$ cat src/rtl/log_pkg.sv
// rtl/log_pkg.sv - shared record geometry and drain FSM encoding
package log_pkg;
   localparam int REC_W         = 37;
   localparam int PAD_W         = 40;
   localparam int BYTES_PER_REC = 5;
   localparam int IDX_W         = 3;

   typedef enum logic {
      ST_IDLE = 1'b0,
      ST_SEND = 1'b1
   } state_e;
endpackage

$ cat src/rtl/log_fifo.sv
// rtl/log_fifo.sv - record FIFO with occupancy count and synchronous flush
module log_fifo #(
   parameter int DEPTH = 8,
   parameter int W     = 37
) (
   input  logic                   clk,
   input  logic                   rst_n,
   input  logic                   clr,
   input  logic                   push,
   input  logic                   pop,
   input  logic [W-1:0]           wr_data,
   output logic [W-1:0]           rd_data,
   output logic                   full,
   output logic                   empty,
   output logic [$clog2(DEPTH):0] level
);
   localparam int AW = $clog2(DEPTH);
   localparam logic [AW:0] FULL_LVL = (AW+1)'(DEPTH);

   logic [W-1:0]  mem_q [DEPTH];
   logic [AW-1:0] wr_ptr_q, wr_ptr_d;
   logic [AW-1:0] rd_ptr_q, rd_ptr_d;
   logic [AW:0]   level_q, level_d;
   logic          do_push, do_pop;

   assign full    = (level_q == FULL_LVL);
   assign empty   = (level_q == '0);
   assign level   = level_q;
   assign rd_data = mem_q[rd_ptr_q];

   // A pop frees the slot in the same cycle, so a full FIFO still takes a push.
   assign do_pop  = pop && !empty && !clr;
   assign do_push = push && (!full || do_pop) && !clr;

   always_comb begin
      wr_ptr_d = wr_ptr_q;
      rd_ptr_d = rd_ptr_q;
      level_d  = level_q;
      if (clr) begin
         wr_ptr_d = '0;
         rd_ptr_d = '0;
         level_d  = '0;
      end else begin
         if (do_push) wr_ptr_d = wr_ptr_q + 1'b1;
         if (do_pop)  rd_ptr_d = rd_ptr_q + 1'b1;
         if (do_push && !do_pop)      level_d = level_q + 1'b1;
         else if (!do_push && do_pop) level_d = level_q - 1'b1;
      end
   end

   always_ff @(posedge clk or negedge rst_n) begin
      if (!rst_n) begin
         wr_ptr_q <= '0;
         rd_ptr_q <= '0;
         level_q  <= '0;
      end else begin
         wr_ptr_q <= wr_ptr_d;
         rd_ptr_q <= rd_ptr_d;
         level_q  <= level_d;
      end
   end

   always_ff @(posedge clk) begin
      if (do_push) mem_q[wr_ptr_q] <= wr_data;
   end
endmodule

$ cat src/rtl/log_drain.sv
// rtl/log_drain.sv - buffers logger records and streams each as five MSB-first bytes
module log_drain
   import log_pkg::*;
#(
   parameter int DEPTH = 8,
   parameter int REC_W = log_pkg::REC_W
) (
   input  logic                   clk,
   input  logic                   rst_n,
   input  logic                   log_we,
   input  logic [REC_W-1:0]       log_data,
   input  logic                   clr,
   output logic                   tx_valid,
   input  logic                   tx_ready,
   output logic [7:0]             tx_byte,
   output logic                   overflow,
   output logic [15:0]            drop_cnt,
   output logic [$clog2(DEPTH):0] level
);
   logic             fifo_full, fifo_empty;
   logic             push, pop, drop, tx_fire, last_byte;
   logic [REC_W-1:0] head;
   state_e           state_q, state_d;
   logic [PAD_W-1:0] shift_q, shift_d;
   logic [IDX_W-1:0] idx_q, idx_d;
   logic             overflow_q, overflow_d;
   logic [15:0]      drop_cnt_q, drop_cnt_d;

   log_fifo #(
      .DEPTH (DEPTH),
      .W     (REC_W)
   ) u_fifo (
      .clk     (clk),
      .rst_n   (rst_n),
      .clr     (clr),
      .push    (push),
      .pop     (pop),
      .wr_data (log_data),
      .rd_data (head),
      .full    (fifo_full),
      .empty   (fifo_empty),
      .level   (level)
   );

   assign push      = log_we && !clr;
   assign tx_fire   = tx_valid && tx_ready;
   assign last_byte = (idx_q == IDX_W'(BYTES_PER_REC - 1));
   assign drop      = log_we && fifo_full && !pop && !clr;

   always_ff @(posedge clk or negedge rst_n) begin
      if (!rst_n) state_q <= ST_IDLE;
      else        state_q <= state_d;
   end

   always_comb begin
      state_d = state_q;
      if (clr) begin
         state_d = ST_IDLE;
      end else begin
         case (state_q)
            ST_IDLE: if (!fifo_empty) state_d = ST_SEND;
            ST_SEND: if (tx_fire && last_byte) state_d = ST_IDLE;
            default: state_d = ST_IDLE;
         endcase
      end
   end

   always_comb begin
      tx_valid = (state_q == ST_SEND);
      pop      = (state_q == ST_IDLE) && !fifo_empty && !clr;
   end

   // Shifting out all five bytes leaves the register zero, so tx_byte idles at 0.
   always_comb begin
      shift_d    = shift_q;
      idx_d      = idx_q;
      overflow_d = overflow_q | drop;
      drop_cnt_d = drop_cnt_q;
      if (drop && (drop_cnt_q != 16'hFFFF)) drop_cnt_d = drop_cnt_q + 16'd1;
      if (clr) begin
         shift_d    = '0;
         idx_d      = '0;
         overflow_d = 1'b0;
         drop_cnt_d = '0;
      end else if (pop) begin
         shift_d = PAD_W'(head);
         idx_d   = '0;
      end else if (tx_fire) begin
         shift_d = shift_q << 8;
         idx_d   = last_byte ? '0 : idx_q + 1'b1;
      end
   end

   always_ff @(posedge clk or negedge rst_n) begin
      if (!rst_n) begin
         shift_q    <= '0;
         idx_q      <= '0;
         overflow_q <= 1'b0;
         drop_cnt_q <= '0;
      end else begin
         shift_q    <= shift_d;
         idx_q      <= idx_d;
         overflow_q <= overflow_d;
         drop_cnt_q <= drop_cnt_d;
      end
   end

   assign tx_byte  = shift_q[PAD_W-1 -: 8];
   assign overflow = overflow_q;
   assign drop_cnt = drop_cnt_q;
endmodule

$ cat config.mk
export PLATFORM = sky130hd
export DESIGN_NAME = log_drain
export DESIGN_NICKNAME = d
export VERILOG_FILES = /design/src/rtl/log_pkg.sv /design/src/rtl/log_fifo.sv /design/src/rtl/log_drain.sv
export SDC_FILE = /design/constraint.sdc
export NUM_CORES = 1
export LEC_CHECK = 0
export ABC_AREA = 1
export ABC_CLOCK_PERIOD_IN_PS = 6100
export BUFFER_PORTS_ARGS = -buffer_cell sky130_fd_sc_hd__buf_2
export CAP_MARGIN = 20
export CORE_ASPECT_RATIO = 0.75
export CORE_MARGIN = 4
export CORE_UTILIZATION = 60
export DETAILED_ROUTE_END_ITERATION = 10
export PLACE_DENSITY_LB_ADDON = 0.2
export SYNTH_ARGS = -nofsm -noshare
export SYNTH_HDL_FRONTEND = slang
export SYNTH_HIERARCHICAL = 1
export SYNTH_SLANG_ARGS = --single-unit
$ cat constraint.sdc
create_clock -name clk -period 6.1 [get_ports clk]
set_clock_uncertainty 0.05 [all_clocks]
set_input_delay 0 -clock clk [delete_from_list [all_inputs] [get_ports clk]]
set_output_delay 0 -clock clk [all_outputs]
set_load 0.05 [all_outputs]
==> results by stage <==
Run:
- Across the run, the number of max-cap violations was 0.

Worst setup path:
- The cell family contributing the most delay on the critical path is simple AND/OR/NAND/NOR gates.
- The category of the critical setup timing path is flop to flop.
- The buffer and inverter count on the worst path is 3.
- STA puts the critical path data required time at 6.23 ns.
- The kind of launch point of the worst setup path is a flop.
- The longest individual stage delay on the worst path is 0.64 ns.
- In this run the worst path has a maximum fanout of 23.
- The type of destination of the critical path is a flop.
- The largest individual stage delay along the critical path comes from the cell nor2_4.
- Data arrives at the worst endpoint at 3.35 ns.
- The signal on the critical path passes through nor2_1 > nand2_2 > inv_1 > nor2_1 > nand2_1 > inv_1 > nand3_1 > nand2_2 > nand4_1 > nor2_4 > buf_4.

GRT:
- Global routing finished with a remaining overflow of 0.
- The first-pass GRT wire length is 54.9 mm.
- The initial antenna violation count is 2.
- The number of global-route vias before repair is 10100.
- Entering global routing, the biggest net connects 89 pins.
- In the global route stage, overall resource usage came out at 24.6%.

Clock network:
- The clock passes through at most 3 buffers.
- The number of post-CTS setup repair buffers is 0.
- The number of H-tree levels is 2.
- The sink count of the clock tree is 367.
- The number of CTS-inserted buffers is 36.
- Clock tree synthesis selected as its root buffer the cell clkbuf_16.
- The clock transition time at the flip-flop clock pins of the worst setup and hold paths is 0.06 ns.
- Clock latency on the worst-skew pair, taken at its later pin, is 0.53 ns.
- The CTS tree is built.

Power:
- The ratio of total power to cell area is 360 nW/µm².
- In this run the static leakage power is 6.69 nW.
- The largest voltage drop on the vdd net is 0.000220 V.

Floorplan:
- The die covers 28400 µm².
- The number of placed I/O pins is 72.
- The core area is 25100 µm².
- Measured along the y axis, the die boundary spans 147 µm.
- The standard-cell row count is 50.
- The width of the die is 193 µm.
- Once the floorplan was initialized, standard cells occupied 61.3% of the core.

Synthesis:
- The synthesized cell area is 15400 µm².
- Summing the sequential cell areas from Yosys gives 69.1% of the chip area.
- Counting flops with an async set or reset pin after synthesis yields a share of 19.3%.
- The area share of the largest cell type after synthesis is 57.6%.
- Yosys attributes the largest share of cell area to edfxtp_1 (58%), dfrtp_1 (12%), nand2_1 (6.1%).
- The Yosys step of the flow raised 6 warnings.
- In this run, synthesis produced a sequential element count of 367.
- A synthesized cell averages 11.2 µm².
- The top cell type by total area after synthesis is edfxtp_1.
- The number of synthesized flops with an enable pin is 296.
- The number of different library cells in the post-synthesis netlist is 36.
- The top flip-flop cell by instance count after synthesis is edfxtp_1.
- Counting every instance in the synthesized netlist gives 1379.
- After synthesis, the most frequently instantiated cells are edfxtp_1 (296), nand2_1 (251), nor2_1 (235).
- The leading cell type by number of instances after synthesis is edfxtp_1.
- Synthesis produced a netlist with a net count of 1429.

Timing:
- The total negative slack for setup checks is 0 ns.
- For the pin with the worst max-slew slack, the measured transition is 0.939 ns.
- The count of final max-slew check failures is 0.
- The worst slew slack as a fraction of its limit is 37.4%.
- Setup repair after global routing left no endpoint under its margin.
- The final number of setup-violating endpoints is 0.
- The shortest clock period the worst path allows after layout is 3.22 ns.
- The hold violation count in the final report came to 0.
- The final period utilization is 52.8%.
- The achievable frequency is 311 MHz.
- After layout, the worst setup slack is 2.88 ns.

Detailed routing:
- Once detail routing completed, the nets flagged for antenna violations numbered 0.
- The sum of routed wire length over all layers is 34.6 mm.
- The DRC violation count after routing is 0.
- Using the TritonRoute via totals, the vias-per-cell ratio works out to 5.67.
- The number of DRC violations after detailed-routing iteration 0 is 871.
- The average wire per cell in the routed design is 18.9 µm.
- For this block, the via count after detailed routing is 10400.
- The count of TritonRoute iterations in the first routing pass is 7.

Placement:
- The half-perimeter wire length after placement is 19.3 mm.
- Routability-driven placement finished with a final weighted congestion of 0.871.
- The number of buffers inserted by port buffering is 71.
- At the placement stage, the worst setup path has a slack of 2.90 ns.

Finish:
- After the last flow step, the layout net total stands at 1515.
- After filler insertion, the fill cell instance count of the layout stands at 1856.
- In the final layout, the share of cells above drive strength 1 is 11.1%.
- Relative to the synthesized area, the layout overhead comes to 12.9%.
- Cells fill 69.2% of the core in the end.

Run status:
- The run finished with clean final reports.

Worst hold path:
- The worst hold path class is primary input to flop.
## worst paths after layout
check,start,end,slack (ns),depth (start not counted)
min in group asynchronous,rst_n,drop_cnt[1],0.09,2
min,tx_ready,shift_q[38],0.03,5
min reg2reg,overflow,overflow,0.44,2
max,u_fifo/level[0],u_fifo/mem_q[6][31],2.88,11
max reg2reg,u_fifo/level[0],u_fifo/mem_q[6][31],2.88,11
max in group asynchronous,rst_n,u_fifo/rd_ptr_q[0],5.21,2
## logic make-up after synthesis
logic type / after synthesis / synth area share (%)
compound gates: 308 / 10.9
simple gates: 543 / 14.0
flops: 367 / 69.1
fa+ha+maj: 8 / 0.698
xor+xnor: 3 / 0.170
buf+inv: 150 / 5.13
## flip-flops by register name, summed over array words and instances (netlist names)
signal and cells:
drop_cnt 16, u_fifo/rd_ptr_q 3, shift_q 40, u_fifo/mem_q 296, idx_q 3, tx_valid 1, overflow 1, u_fifo/level 4
u_fifo/wr_ptr_q 3
## metal layers
metal	GRT usage [%]	vias up	routed length, µm
met5	0	-	13
met4	7.11	2	954
li1	-	4944	-
met3	4.63	73	2410
met2	38.6	358	15900
met1	35.8	4990	15300
## cells in the final DEF, fill, tap and decap left out, drive strengths merged, types with 7 or more instances in the layout
cell | synthesis | routed
o21ai | 202 | 202
dfrtp | 71 | 71
nand3 | 36 | 36
inv | 66 | 67
a21oi | 43 | 43
a32o | 7 | 7
buf | 55 | 92
ha | 7 | 7
nand2 | 257 | 257
clkbuf | 29 | 52
nor2 | 239 | 239
clkinv | 0 | 8
edfxtp | 296 | 296
a31oi | 47 | 47
dlygate4sd3 | 0 | 40
## power by group
| part | leakage (nW) | switching, mW | internal (mW) |
|---|---|---|---|
| logic | 2.54 | 0.808 | 0.332 |
| registers | 3.61 | 0.147 | 2.86 |
| clock network | 0.539 | 0.912 | 1.20 |
| total | 6.69 | 1.87 | 4.39 |
## through the flow
| stage | hold WS (ns) | instances | total power [mW] | cell area (µm²) |
|---|---|---|---|---|
| after floorplan | -0.346 | 1379 | 3.91 | 15400 |
| after global placement | 0.132 | 1723 | 4.12 | 15900 |
| after detailed placement | 0.138 | 1724 | 4.15 | 15900 |
| after CTS | 0.0230 | 1827 | 6.28 | 17400 |
| after global routing | 0.0816 | 1829 | 6.55 | 17400 |
| final | 0.0327 | 1829 | 6.26 | 17400 |
## worst min-delay path, delay by kind of cell
family,cells,cell delay (ns)
buffers and inverters,3,0.33
AO/OA/AOI/OAI,1,0.18
AND/OR/NAND/NOR,1,0.04
## area by class of cell
cell class,count,area (µm²),share of cell area (%)
inverter,66,251,1.44
timing repair buffer,132,940,5.40
antenna,1,2.50,0.0144
clock buffer,52,1020,5.84
multi-input combinational,862,4020,23.1
tap,338,423,2.43
clock inverter,11,86.3,0.496
sequential,367,10700,61.3
## what timing repair did
item / 4_1_cts / 5_1_grt
hold buffers: 40 / 0
endpoints found under the hold margin: 387 / 0
gates resized for setup: 0 / 0
(Power assumes the default switching activity.)
